===== src/rtl/arb_pkg.sv =====
// arb_pkg: shared arbiter constants and data word type
package arb_pkg;
   localparam int ARB_DATA_W = 32;
   localparam int ARB_NUM_CH = 8;
   typedef logic [ARB_DATA_W-1:0] arb_data_t;
endpackage


===== src/rtl/arb_fifo_mem.sv =====
// arb_fifo_mem: DEPTH x DATA_W storage with synchronous write and asynchronous read
module arb_fifo_mem
   import arb_pkg::*;
#(
   parameter int DATA_W = ARB_DATA_W,
   parameter int DEPTH  = 8
) (
   input  logic                     clk,
   input  logic                     we_i,
   input  logic [$clog2(DEPTH)-1:0] waddr_i,
   input  logic [DATA_W-1:0]        wdata_i,
   input  logic [$clog2(DEPTH)-1:0] raddr_i,
   output logic [DATA_W-1:0]        rdata_o
);
   logic [DATA_W-1:0] mem_q [DEPTH];
   // write port; contents are never cleared
   always_ff @(posedge clk) begin
      if (we_i) mem_q[waddr_i] <= wdata_i;
   end
   assign rdata_o = mem_q[raddr_i];
endmodule


===== src/rtl/arb_out_fifo.sv =====
// arb_out_fifo: elastic FIFO after the arbiter; ARB_OUT_FIFO_STATS_EN adds push/stall counters
module arb_out_fifo
   import arb_pkg::*;
#(
   parameter int DATA_W   = ARB_DATA_W,
   parameter int DEPTH    = 8,
   parameter int AFULL_TH = 6
) (
   input  logic                       clk,
   input  logic                       reset,
   input  logic                       valid_i,
   input  logic [DATA_W-1:0]          data_i,
   output logic                       ready_i,
   output logic                       valid_o,
   output logic [DATA_W-1:0]          data_o,
   input  logic                       ready_o,
   output logic [$clog2(DEPTH+1)-1:0] count_o,
`ifdef ARB_OUT_FIFO_STATS_EN
   output logic [31:0]                stat_push_o,
   output logic [31:0]                stat_stall_o,
`endif
   output logic                       almost_full
);
   localparam int AW = $clog2(DEPTH);
   localparam int CW = $clog2(DEPTH+1);
   logic [AW-1:0] wr_ptr_q, wr_ptr_d, rd_ptr_q, rd_ptr_d;
   logic [CW-1:0] count_q, count_d;
   logic push, pop;
   logic [DATA_W-1:0] rdata;
   // flags come only from registered count, so no input-to-output combinational path
   assign ready_i     = count_q != CW'(DEPTH);
   assign valid_o     = count_q != '0;
   assign count_o     = count_q;
   assign almost_full = count_q >= CW'(AFULL_TH);
   assign data_o      = valid_o ? rdata : '0;
   assign push        = valid_i & ready_i;
   assign pop         = valid_o & ready_o;
   // pointer and occupancy next state; pointers wrap naturally at DEPTH
   always_comb begin
      wr_ptr_d = push ? wr_ptr_q + 1'b1 : wr_ptr_q;
      rd_ptr_d = pop ? rd_ptr_q + 1'b1 : rd_ptr_q;
      count_d  = count_q + CW'(push) - CW'(pop);
   end
   // state registers; reset discards all stored words
   always_ff @(posedge clk) begin
      if (reset) begin
         wr_ptr_q <= '0;
         rd_ptr_q <= '0;
         count_q  <= '0;
      end else begin
         wr_ptr_q <= wr_ptr_d;
         rd_ptr_q <= rd_ptr_d;
         count_q  <= count_d;
      end
   end
   arb_fifo_mem #(.DATA_W(DATA_W), .DEPTH(DEPTH)) u_mem (
      .clk     (clk),
      .we_i    (push & ~reset),
      .waddr_i (wr_ptr_q),
      .wdata_i (data_i),
      .raddr_i (rd_ptr_q),
      .rdata_o (rdata)
   );
`ifdef ARB_OUT_FIFO_STATS_EN
   logic [31:0] push_cnt_q, stall_cnt_q;
   assign stat_push_o  = push_cnt_q;
   assign stat_stall_o = stall_cnt_q;
   // saturating push and stall counters
   always_ff @(posedge clk) begin
      if (reset) begin
         push_cnt_q  <= '0;
         stall_cnt_q <= '0;
      end else begin
         push_cnt_q  <= push_cnt_q + 32'(push && push_cnt_q != '1);
         stall_cnt_q <= stall_cnt_q + 32'(valid_i && !ready_i && stall_cnt_q != '1);
      end
   end
`endif
endmodule


===== config.mk =====
export PLATFORM = sky130hd
export DESIGN_NAME = arb_out_fifo
export DESIGN_NICKNAME = d
export VERILOG_FILES = /design/src/rtl/arb_pkg.sv /design/src/rtl/arb_fifo_mem.sv /design/src/rtl/arb_out_fifo.sv
export SDC_FILE = /design/constraint.sdc
export NUM_CORES = 1
export LEC_CHECK = 0
export BUFFER_PORTS_ARGS = -buffer_cell sky130_fd_sc_hd__buf_4
export CAP_MARGIN = 0
export CORE_MARGIN = 2
export CORE_UTILIZATION = 33
export CTS_CLUSTER_DIAMETER = 200
export CTS_CLUSTER_SIZE = 30
export DETAILED_ROUTE_END_ITERATION = 10
export PLACE_DENSITY = 0.61
export SETUP_SLACK_MARGIN = 0.05
export SLEW_MARGIN = 20
export SYNTH_ARGS = -nofsm -noshare
export SYNTH_HDL_FRONTEND = slang
export SYNTH_HIERARCHICAL = 1
export SYNTH_SLANG_ARGS = --single-unit

===== constraint.sdc =====
create_clock -name clk -period 9.8 [get_ports clk]
set_input_delay 0.49 -clock clk [delete_from_list [all_inputs] [get_ports clk]]
set_output_delay 0.49 -clock clk [all_outputs]
set_load 0.05 [all_outputs]

==> results by group <==
Layout
  • Fin nets: about 600
  • Antenna diodes: 0
  • Non-Filler Instances: 971
  • Layout cell share with drive strength beyond 1: 30.1%
  • Area grow syn2layout: 13.6%

Place
  • IO Port Bufs: 74
  • Hpwl dp: around 12000 µm
  • Placed cell count: ~950
  • Routability Congestion: 0.649

Critical path
  • Critical path class: flip-flop to primary output
  • Critical Path Sink Type: primary output
  • Crit path DAT: 3150 ps
  • Crit start category: flip-flop
  • WP data required: 9310 ps
  • Max incr delay on CP: 780 ps
  • Crit path max-delay cell type: buf_4
  • Critical Path, Cell by Cell: buf_4, mux4_1, mux2_2, nor2b_1, buf_4
  • Most common cell on crit path: buf_4
  • Critical-path maximum fanout: 51

STA
  • Final Hold Fails: 0
  • Fmax: 0.275 GHz
  • Tmin final: 3640 ps
  • Setup Skew: 16.6 ps
  • Period utilization: 37.1%
  • Setup TNS Final: 0 ps
  • Slew Limit Fails: 0
  • RSZ-0062 raised after global routing: no
  • Endpoints failing setup: 0
  • Slew margin rel.: 37.5%
  • Pin slew with the least headroom to its limit: around 940 ps

Yosys
  • Post-Syn Area: 10600 µm²
  • Seq/Total Area, Yosys: 74.2%
  • Count leader, synth: edfxtp_1
  • Synth unique cells: 25
  • Post-synth EDFFs: 256
  • Largest family of logic cells by synthesized area: multiplexers
  • Simple-gate share of the synthesized area: between 3 and 4%
  • Synth warn: 6
  • Ys flop type: edfxtp_1
  • Fraction of registers with async set/reset: 0%
  • Register bit count reported by yosys: about 270
  • Area fraction in compound gates after synthesis: 0.647%
  • Post-synthesis mux area share: a little under a fifth
  • Synth area leader: edfxtp_1
  • Post-Synth XOR/XNOR Area: less than 1%
  • Post-Syn Instances: 486
  • Post-synth top cells: edfxtp_1 (256), mux4_1 (40), nor2b_1 (35)
  • Top cells by area, synth: edfxtp_1 (72%), mux4_1 (9.9%), mux4_2 (5.1%)
  • Avg Synthesized Cell Area: around 22 µm²
  • Synth top area share: roughly 72%
  • Syn_nets: 532
  • Synth Area in Adders: 1.25%

CTS
  • Clk slew on worst S/H paths: 110 ps
  • CTS buffer count: 12
  • CTS tree: built
  • PostCTS Resize Cnt: 0
  • Clk_lat worst skew: between 400 and 500 ps
  • Max H-tree Level: 1
  • Clock root cell: clkbuf_16
  • Post-CTS Hold Fix Bufs: 0
  • CTS Buffer Depth: 3
  • CTS Sinks: 266
  • Post-CTS Setup Inserts: 0

Drt
  • ANT nets after route: 0
  • Vias/cell: 4.96
  • DR iter-0 viols: 354
  • Total Wirelength: 21100 µm
  • Wire per inst: 21.7 µm
  • Vias: 4821
  • Pre-antenna DRT Iters: 5
  • Post-route DRC: 0

Die
  • Cell row count: 65
  • Die height: 184 µm
  • Die footprint: 33700 µm²
  • I/O pins: 75
  • Placeable Area: 31600 µm²
  • Die width: roughly 180 µm
  • Starting density of the core: 33.6%

Min path
  • Hold Path Class: input pin to flip-flop

Status
  • Outcome: complete, no violations

GRT
  • Gr usage total: 12.6%
  • Initial antenna violation count: 0
  • Largest net degree at the start of global routing: 67
  • Total gr overflow: 0
  • First-pass GRT wire length: 31800 µm
  • Vias in the first global route: 5134

Power
  • Power Dens Cells: around 230 nW/µm²
  • Peak supply drop: between 0.1 and 0.15 mV
  • Leak pwr: 3.86 nW

Job
  • Maxcap violations: 0
through the flow:
step	worst slack, ps	power [mW]	utilization (%)	instance area, µm²	hold slack (ps)
global route	5940	2.93	38.2	12100	216
global placement	6620	2.24	37.0	11700	486
CTS	6050	2.85	38.2	12100	211
floorplan	5190	2.00	-	10600	457
finish	6160	2.80	38.2	12100	226
detailed placement	6580	2.26	37.0	11700	515
worst max-delay path: cells and delay by family, from the launching register on:
family | cells | cell delay (ps)
simple gates | 1 | 130
mux | 2 | 950
buf+inv | 2 | 990
flops | 1 | 560
cell usage in the layout, fill, tap and decap left out, types with 5 or more instances in the layout:
cell,instances
mux4_1,40
mux4_2,24
nor2_1,5
nand2_1,7
ha_1,9
nor2b_1,35
edfxtp_1,256
dfxtp_1,7
inv_1,9
nor2_4,6
clkbuf_16,13
mux2_2,33
a21oi_1,7
clkbuf_1,6
buf_4,86
o21ai_0,5
layer usage:
layer	GRT usage (%)	part of all wire, %
met4	2.02	1.2
met1	16.6	43
met3	1.80	3.8
met2	22.7	52
met5	0	0
sequential cells by signal, summed over array words and instances (netlist names):
name	count
count_o	4
wr_ptr_q	3
rd_ptr_q	3
u_mem/mem_q	256
final timing paths:
path,start,to,slack (ps),cells past startpoint
worst min-delay path,data_i[26],u_mem/mem_q[1][26],230,1
worst max register to register,count_o[2],u_mem/mem_q[2][12],6960,9
worst max-delay path,rd_ptr_q[0],data_o[28],6160,5
worst min register to register,wr_ptr_q[2],wr_ptr_q[2],530,2
power by group:
part	switching, mW	total (mW)	internal (mW)
sequential	0.0455	1.33	1.29
clock	0.318	0.593	0.276
combinational	0.547	0.875	0.328
layout make-up:
| class | count | area, µm² |
|---|---|---|
| clock buffer | 19 | 348 |
| tap | 402 | 503 |
| sequential | 266 | 7900 |
| clock inverter | 1 | 30.0 |
| inverter | 9 | 33.8 |
| timing repair buffer | 86 | 646 |
| fill | 2818 | 19600 |
| multi-input combinational | 188 | 2620 |
cell families after synthesis:
logic type | Yosys count
mux | 97
flops | 266
compound gates | 13
simple gates | 67
fa+ha+maj | 10
buf+inv | 32
xor+xnor | 1
Note: power is estimated with default switching activity, not from simulation.
